--- src/rtl/iso14443a_pkg.sv ---
// Shared definitions for the ISO 14443-A PCD->PICC deframer:
// FSM state encoding, CRC_A constants and the short-frame bit count.
package iso14443a_pkg;

    // Deframer states; SHORT is the one-cycle emit slot for 7-bit frames
    typedef enum logic [2:0] {
        ST_IDLE   = 3'd0,
        ST_SOF    = 3'd1,
        ST_DATA   = 3'd2,
        ST_PARITY = 3'd3,
        ST_SHORT  = 3'd4,
        ST_ERROR  = 3'd5,
        ST_DONE   = 3'd6
    } state_t;

    // CRC_A polynomial x^16+x^12+x^5+1 in bit-reflected form (0x1021 reversed)
    localparam logic [15:0] CRC_A_POLY = 16'h8408;
    localparam logic [15:0] CRC_A_INIT = 16'h6363;

    // REQA/WUPA are sent as a single 7-bit frame without parity
    localparam int SHORT_FRAME_BITS = 7;

endpackage

--- src/rtl/iso14443a_deframer_crc_a_byte.sv ---
// Byte-wide CRC_A next-state (reflected, LSB first), purely combinational.
module crc_a_byte
    import iso14443a_pkg::*;
(
    input  logic [15:0] i_crc,
    input  logic [7:0]  i_data,
    output logic [15:0] o_crc
);

    logic [15:0] w_crc;

    // Fold the byte in, then run eight reflected shift/xor steps
    always_comb begin
        w_crc = i_crc ^ {8'h00, i_data};
        for (int i = 0; i < 8; i++) begin
            if (w_crc[0]) begin
                w_crc = (w_crc >> 1) ^ CRC_A_POLY;
            end else begin
                w_crc = w_crc >> 1;
            end
        end
    end

    assign o_crc = w_crc;

endmodule

--- src/rtl/iso14443a_deframer.sv ---
// ISO 14443-A PCD->PICC deframer: SOF detect, LSB-first byte assembly,
// odd parity check, short-frame (REQA/WUPA) detection and frame error flags.
// Optional CRC_A residue check is built when DEFRAMER_CRC_EN is defined;
// otherwise out_crc_ok is tied low.
module iso14443a_deframer
    import iso14443a_pkg::*;
#(
    parameter int MAX_BYTES = 64,
    parameter int CNT_W     = 7
) (
    input  logic             clk,
    input  logic             rst,
    input  logic             in_enable,
    input  logic             in_bit_strobe,
    input  logic             in_data,
    output logic [7:0]       out_byte,
    output logic             out_valid,
    output logic             out_frame_done,
    output logic             out_short,
    output logic             out_parity_err,
    output logic             out_frame_err,
    output logic [CNT_W-1:0] out_nbytes,
    output logic             out_crc_ok,
    output logic             out_busy
);

    state_t           r_state;
    state_t           w_next;
    logic [2:0]       r_bitCnt;
    logic [7:0]       r_shift;
    logic [7:0]       r_outByte;
    logic             r_valid;
    logic             r_short;
    logic             r_parErr;
    logic             r_frameErr;
    logic [CNT_W-1:0] r_nbytes;
    logic             w_full;
    logic             w_parityOk;
    logic             w_shortEof;

    assign w_full     = (r_nbytes == CNT_W'(MAX_BYTES));
    assign w_parityOk = (in_data == ~^r_shift);
    assign w_shortEof = (r_nbytes == '0) && (r_bitCnt == 3'(SHORT_FRAME_BITS));

    // State register; reset aborts any frame in flight
    always_ff @(posedge clk or posedge rst) begin
        if (rst) begin
            r_state <= ST_IDLE;
        end else begin
            r_state <= w_next;
        end
    end

    // Next-state and frame status outputs; EOF always wins over a strobe
    always_comb begin
        w_next         = r_state;
        out_frame_done = 1'b0;
        out_busy       = 1'b0;
        case (r_state)
            ST_IDLE: begin
                if (in_enable) w_next = ST_SOF;
            end
            ST_SOF: begin
                if (!in_enable) begin
                    w_next = ST_IDLE;
                end else if (in_bit_strobe && !in_data) begin
                    w_next = ST_DATA;
                end
            end
            ST_DATA: begin
                out_busy = 1'b1;
                if (!in_enable) begin
                    w_next = (r_bitCnt != 3'd0 && w_shortEof) ? ST_SHORT : ST_DONE;
                end else if (in_bit_strobe && r_bitCnt == 3'd7) begin
                    w_next = ST_PARITY;
                end
            end
            ST_PARITY: begin
                out_busy = 1'b1;
                if (!in_enable) begin
                    w_next = ST_DONE;
                end else if (in_bit_strobe) begin
                    w_next = w_full ? ST_ERROR : ST_DATA;
                end
            end
            ST_SHORT: begin
                out_busy = 1'b1;
                w_next   = ST_DONE;
            end
            ST_ERROR: begin
                out_busy = 1'b1;
                if (!in_enable) w_next = ST_DONE;
            end
            ST_DONE: begin
                out_frame_done = 1'b1;
                w_next         = ST_IDLE;
            end
            default: begin
                w_next = ST_IDLE;
            end
        endcase
    end

`ifdef DEFRAMER_CRC_EN
    logic [15:0] r_crc;
    logic [15:0] w_crcNext;

    crc_a_byte u_crc (
        .i_crc  (r_crc),
        .i_data (r_shift),
        .o_crc  (w_crcNext)
    );

    // Running CRC_A over every emitted byte, restarted when a frame opens
    always_ff @(posedge clk or posedge rst) begin
        if (rst) begin
            r_crc <= CRC_A_INIT;
        end else if (r_state == ST_IDLE && in_enable) begin
            r_crc <= CRC_A_INIT;
        end else if (r_state == ST_PARITY && in_enable && in_bit_strobe && !w_full) begin
            r_crc <= w_crcNext;
        end
    end

    // Data plus appended CRC leaves a zero residue; needs at least one data byte + 2 CRC bytes
    assign out_crc_ok = (r_nbytes >= CNT_W'(3)) && (r_crc == 16'h0000);
`else
    assign out_crc_ok = 1'b0;
`endif

    // Bit/byte assembly, output byte register and sticky per-frame flags
    always_ff @(posedge clk or posedge rst) begin
        if (rst) begin
            r_bitCnt   <= '0;
            r_shift    <= '0;
            r_outByte  <= '0;
            r_valid    <= 1'b0;
            r_short    <= 1'b0;
            r_parErr   <= 1'b0;
            r_frameErr <= 1'b0;
            r_nbytes   <= '0;
        end else begin
            r_valid <= 1'b0;
            case (r_state)
                ST_IDLE: begin
                    if (in_enable) begin
                        r_bitCnt   <= '0;
                        r_shift    <= '0;
                        r_short    <= 1'b0;
                        r_parErr   <= 1'b0;
                        r_frameErr <= 1'b0;
                        r_nbytes   <= '0;
                    end
                end
                ST_DATA: begin
                    if (!in_enable) begin
                        if (r_bitCnt != 3'd0) begin
                            if (w_shortEof) begin
                                r_outByte <= {1'b0, r_shift[7:1]};
                                r_valid   <= 1'b1;
                                r_short   <= 1'b1;
                            end else begin
                                r_frameErr <= 1'b1;
                            end
                        end
                    end else if (in_bit_strobe) begin
                        r_shift  <= {in_data, r_shift[7:1]};
                        r_bitCnt <= r_bitCnt + 3'd1;
                    end
                end
                ST_PARITY: begin
                    if (!in_enable) begin
                        r_frameErr <= 1'b1;
                    end else if (in_bit_strobe) begin
                        if (w_full) begin
                            r_frameErr <= 1'b1;
                        end else begin
                            if (!w_parityOk) r_parErr <= 1'b1;
                            r_outByte <= r_shift;
                            r_valid   <= 1'b1;
                            r_nbytes  <= r_nbytes + CNT_W'(1);
                        end
                    end
                end
                default: begin
                end
            endcase
        end
    end

    assign out_byte       = r_outByte;
    assign out_valid      = r_valid;
    assign out_short      = r_short;
    assign out_parity_err = r_parErr;
    assign out_frame_err  = r_frameErr;
    assign out_nbytes     = r_nbytes;

endmodule

--- config.mk ---
export PLATFORM = sky130hd
export DESIGN_NAME = iso14443a_deframer
export DESIGN_NICKNAME = d
export VERILOG_FILES = /design/src/rtl/iso14443a_pkg.sv /design/src/rtl/iso14443a_deframer_crc_a_byte.sv /design/src/rtl/iso14443a_deframer.sv
export SDC_FILE = /design/constraint.sdc
export NUM_CORES = 1
export LEC_CHECK = 0
export BUFFER_PORTS_ARGS = -buffer_cell sky130_fd_sc_hd__buf_2
export CAP_MARGIN = 25
export CELL_PAD_IN_SITES_DETAIL_PLACEMENT = 1
export CELL_PAD_IN_SITES_GLOBAL_PLACEMENT = 1
export CORE_UTILIZATION = 48
export CTS_CLUSTER_DIAMETER = 100
export DETAILED_ROUTE_END_ITERATION = 12
export PLACE_DENSITY = 0.84
export SETUP_SLACK_MARGIN = 0.02
export SKIP_LAST_GASP = 1
export SLEW_MARGIN = 10
export SYNTH_ARGS = -nofsm -noshare
export SYNTH_HDL_FRONTEND = slang
export SYNTH_SLANG_ARGS = --single-unit
--- constraint.sdc ---
create_clock -name clk -period 5.1 [get_ports clk]
set_input_delay 0.51 -clock clk [delete_from_list [all_inputs] [get_ports clk]]
set_output_delay 0.51 -clock clk [all_outputs]
set_load 0.02 [all_outputs]
# Yosys cells after proc, flatten, opt, wreduce, memory -nomap -nowiden
# Index checks and enable logic that the tools add are counted.
[word_totals]
regBits = 33
latchBits = 0
ram_bits = 0
romBits = 0
input_bits = 5
output_inout_bits = 22
wordCells = 114
memories = 0
[classes]
n_addsub = 2
n_mul = 0
div = 0
order_cmp = 0
n_eq_ne = 25
shifts = 0
mux = 57
bitwise = 0
reduce_logical = 21
[ops]
columns = ["operator", "count"]
rows = [
  ["$mux 8", 9],
  ["$mux 3", 12],
  ["$pmux 8 s2", 2],
  ["$mux 7", 4],
  ["$ne 2x2->1 const B", 12],
  ["$mux 1", 22],
  ["$pmux 3 s6", 1],
  ["$reduce_and 5->1", 3],
  ["$pmux 7 s2", 1],
  ["$reduce_and 7->1", 2],
  ["$eq 3x3->1 const B", 4],
  ["$ne 3x3->1 const B", 4],
  ["$reduce_xnor 8->1", 1],
  ["$add 7x1->7 const B", 1],
  ["$eq 7x7->1 const B", 1],
  ["$logic_not 7->1", 1],
  ["$eq 3x2->1 const B", 2],
  ["$pmux 1 s2", 3],
  ["$pmux 3 s2", 1],
  ["$reduce_and 6->1", 1],
  ["$reduce_bool 2->1", 3],
  ["$reduce_bool 3->1", 2],
  ["$logic_and 1x1->1", 4],
  ["$reduce_and 4->1", 1],
  ["8 further kinds", 8],
]

# Depth between registers and ports, before layout
[logic_depth]
ltp_word = 7
depth_mapped = 7
depth_no_buf = 6

# Worst setup path after synthesis
# Ideal clock, no wire load.
[synth_timing]
kind = "register to register"
start = "reg r_nbytes[0], in the netlist out_nbytes[0]"
end = "reg r_state[1]"
setup_time_ns = 0.124
arrival_time_ns = 1.753
t_required_ns = 4.976
path_slack_ns = 3.223
path_stages_with_launch = 8
path_buffers = 1
synth_period_minus_slack_ns = 1.877
path_cell_list = "dfrtp_1 > inv_1 > ha_1 > nor3b_4 > nand4b_2 > buf_6 > or2_1 > a211o_1"
[synth_via]
elab_chain_len = 6
word_cells_on_any_way = 10
classes_between = "1 x eq/ne; 6 x mux; 3 x reduce/logical"
[synth_lines]
columns = ["item", "line_no", "text"]
rows = [
  ["start: declaration", "iso14443a_deframer.sv:36", "logic [CNT_W-1:0] r_nbytes;"],
  ["start signal: assignment", "iso14443a_deframer.sv:181", "r_nbytes <= r_nbytes + CNT_W'(1);"],
  ["$logic_not 7->1", "iso14443a_deframer.sv:43", "assign w_shortEof = (r_nbytes == '0) && (r_bitCnt == 3'(SHORT_FRAME_BITS));"],
  ["$logic_and 1x1->1", "iso14443a_deframer.sv:43", ""],
  ["$logic_and 1x1->1", "iso14443a_deframer.sv:73", "w_next = (r_bitCnt != 3'd0 && w_shortEof) ? ST_SHORT : ST_DONE;"],
  ["$mux 2", "iso14443a_deframer.sv:73", ""],
  ["$mux 3", "iso14443a_deframer.sv:72", "if (!in_enable) begin"],
  ["$pmux 3 s6 (*)", "iso14443a_deframer.sv:59", "case (r_state)"],
  ["end signal: assignment", "iso14443a_deframer.sv:50", "r_state <= w_next;"],
  ["end: declaration", "iso14443a_deframer.sv:27", "state_t r_state;"],
]
# Every way passes the cells marked *; elsewhere a longest branch is shown, timed or not. The select of a mux whose other input is x is not followed.
# A chain may end at the register's enable or synchronous reset.

# Worst setup path in the final report
[layout_timing]
start = "reg r_state[0]"
end = "reg r_nbytes[5], in the netlist out_nbytes[5]"
[layout_via]
elab_chain_len = 3
word_cells_on_any_way = 9
classes_between = "5 x eq/ne; 1 x mux; 3 x reduce/logical"
[layout_lines]
columns = ["item", "line_no", "text"]
rows = [
  ["$eq 3x2->1 / $logic_not 3->1 (equally long branches)", "iso14443a_deframer.sv:144", "case (r_state)"],
  ["$ne 2x2->1 (no source line) / $reduce_bool 2->1 (equally long branches)", "-", ""],
  ["$reduce_and 5->1 (no source line)", "-", ""],
]
# Parallel ways exist; a longest one is shown, timed or not.

==> flow_summary.json <==
{
  "drv_slew": 0,
  "grt_pass1_vias": 1724,
  "area_delta_synth_final_pct": 8.09,
  "syn_avg_cell_area_sq_um": 10.1,
  "hold_ws_ps": 323,
  "critPathCaptureType": "flop",
  "p_leak_nw": 1.09,
  "wirelength_um": 5130,
  "port_buffers": 25,
  "drtIter0Drc": 86,
  "viasPerCell": 6.27,
  "fin_crit_ps": 2510,
  "status": "finished, final reports clean",
  "dp.cells": 272,
  "die_area_sq_mm": 0.00472,
  "final_hold_viol_count": 0,
  "ios": 27,
  "rsz0062_at_grt": "no",
  "ant_nets": 0,
  "grt_pass1_wl_um": 8260,
  "timing_worst_setup_path_type": "reg2reg",
  "holdBufCountCts": 0,
  "synthDistinctLibCells": 60,
  "grt_util_all_layers_pct": 24.2,
  "htree_levels": 2,
  "mostFrequentLayoutCells": "33 x dfrtp_1, 25 x buf_2, 20 x nand3_1, 16 x nand2_1, 11 x mux2i_1",
  "max_stage_delay_ps": 840,
  "drv_cap": 0,
  "tightest_slew_ps": 804,
  "drc_errors": 0,
  "cts_tree": "built",
  "yosysSeqAreaShare_pct": 38.7,
  "antenna_found_initial": 0,
  "async_reset_ff_share_pct": 100,
  "initial_core_util_pct": 51.5,
  "synth_flop_cell": "dfrtp_1",
  "num_rows": 23,
  "grt_overflow": 0,
  "crit_chain": "and4b_1, nand2_1, or4_1, a21oi_1",
  "synth_top_area_share_pct": 38.7,
  "layout_commonest_cell": "dfrtp_1",
  "grt_max_degree": 34,
  "holdCritPathClass": "in2async",
  "postCtsSetupRepairBufs": 0,
  "syn_inst": 212,
  "cellPowerDensity_mw_per_mm2": 486,
  "cts_resized": 0,
  "arrival_ps": 2710,
  "crit_fanout": 21,
  "clock_sinks": 33,
  "wl_per_cell_um": 18.4,
  "layoutNonFillerInstCount": 279,
  "synthTopCellsByArea": "dfrtp_1 39%, mux2i_1 5.2%, nand3_1 4.7%",
  "synth_fp_nets": 222,
  "cts.reportedPaths.clkPinSlew_ps": 70,
  "setup_viol": 0,
  "drive_above_1_share_pct": 20.1,
  "fmax_ghz": 0.399,
  "clock_path_buffers": 2,
  "numCtsBuffers": 5,
  "critPathSlowestCell": "dfrtp_1",
  "synth_top_area_cell": "dfrtp_1",
  "firstDrtPassIters": 4,
  "clk_latency_ps": 280,
  "synth_seq_cells": 33,
  "post-dp-hpwl_um": 3690,
  "root_buffer": "clkbuf_8",
  "core-area_sq_mm": 0.00414,
  "irDropWorstVdd_v": 0.000201,
  "diodes": 0,
  "routabilityCongestion": 0.869,
  "layout_worst_path_cycle_share_pct": 49.2,
  "slew-limit-headroom_pct": 46.1,
  "fin_setup_tns_ps": 0,
  "synth_edf_count": 0,
  "fin_worst_skew_ps": 8.79,
  "vias": 1748,
  "critPathLaunchType": "flop",
  "netlist_area_sq_mm": 0.00213,
  "fin_nets": 239,
  "fp.dieW_um": 68.7,
  "die_h_um": 68.7,
  "cp.required_ps": 5300,
  "ys_warn_count": 0
}
## cells in the mapped netlist, drive strengths merged, types with 2 or more instances
cell type	n
a22o	10
a21oi	4
o21ai	4
nand3	20
o211ai	9
inv	7
nor3b	5
and2	2
nand2b	4
nand2	16
and4b	2
nand4	3
nor3	5
ha	5
clkbuf	7
mux2	2
dfrtp	33
or4	8
xnor2	2
mux2i	11
nor2	8
a21boi	2
o31ai	3
and3	2
o31a	7
buf	9
## flip-flops by register name, indices dropped and copies added (netlist names), 3 cells and up
| register | cells |
|---|---|
| r_shift | 8 |
| r_bitCnt | 3 |
| out_byte | 8 |
| out_nbytes | 7 |
| r_state | 3 |
## where the power goes
group	internal [mW]	switching, mW	leakage, nW
combinational	0.199	0.281	0.605
sequential	0.330	0.112	0.442
clock	0.107	0.0912	0.0443
total	0.636	0.484	1.09
## worst paths after layout
| check | cells after the start | start | to | slack [ps] |
|---|---|---|---|---|
| setup / recovery | 4 | r_state[0]$_DFFE_PP0P_ | out_nbytes[5]$_DFFE_PP0P_ | 2590 |
| setup reg to reg | 4 | r_state[0]$_DFFE_PP0P_ | out_nbytes[5]$_DFFE_PP0P_ | 2590 |
| max in group asynchronous | 3 | rst | r_shift[1]$_DFFE_PP0P_ | 4460 |
| min in group clk | 2 | in_data | r_shift[7]$_DFFE_PP0P_ | 530 |
| hold / removal | 3 | rst | out_short$_DFFE_PP0P_ | 320 |
| hold reg to reg | 2 | out_byte[7]$_DFFE_PP0P_ | out_byte[7]$_DFFE_PP0P_ | 540 |
## per-layer routing
| metal | global-route usage (%) | part of all wire, % | vias up |
|---|---|---|---|
| met1 | 29.6 | 46 | 883 |
| met3 | 3.62 | 2.4 | 10 |
| li1 | - | - | 828 |
| met5 | 0 | 0 | - |
| met4 | 9.90 | 1.4 | 0 |
| met2 | 42.2 | 51 | 27 |
## final cells by class
| type | instances | area (sq um) |
|---|---|---|
| clock buffer | 7 | 86.3 |
| sequential | 33 | 826 |
| inverter | 7 | 26.3 |
| timing repair buffer | 26 | 133 |
| tap | 50 | 62.6 |
| multi-input combinational | 156 | 1170 |
| fill | 480 | 1840 |
## metrics by stage
stage | cell area, sq um | total power, mW | utilization (%) | setup slack, ps
6_report | 2310 | 1.12 | 55.7 | 2590
5_1_grt | 2310 | 1.20 | 55.7 | 2430
4_1_cts | 2310 | 1.13 | 55.7 | 2620
3_5_place_dp | 2220 | 0.929 | 53.6 | 2690
3_3_place_gp | 2220 | 0.898 | 53.6 | 2810
2_1_floorplan | 2130 | 0.810 | - | 3220
## worst max-delay path: cells and delay by family, from the launching register on
kind / cells / cell delay (ps)
AO/OA/AOI/OAI: 1 / 190
AND/OR/NAND/NOR: 3 / 1390
flip-flops: 1 / 840
## cells by family (layout without fill, tap and decap cells)
logic type      Yosys count  count (layout)  synth area share, %
compound gates           49              49                 18.6
xor+xnor                  5               5                 3.40
fa+ha+maj                 5               5                 2.93
buf+inv                  23              40                 6.33
flops                    33              33                 38.7
mux                      13              13                 6.21
other cells               1               1                0.176
simple gates             83              83                 23.6
(Power assumes the default switching activity.)
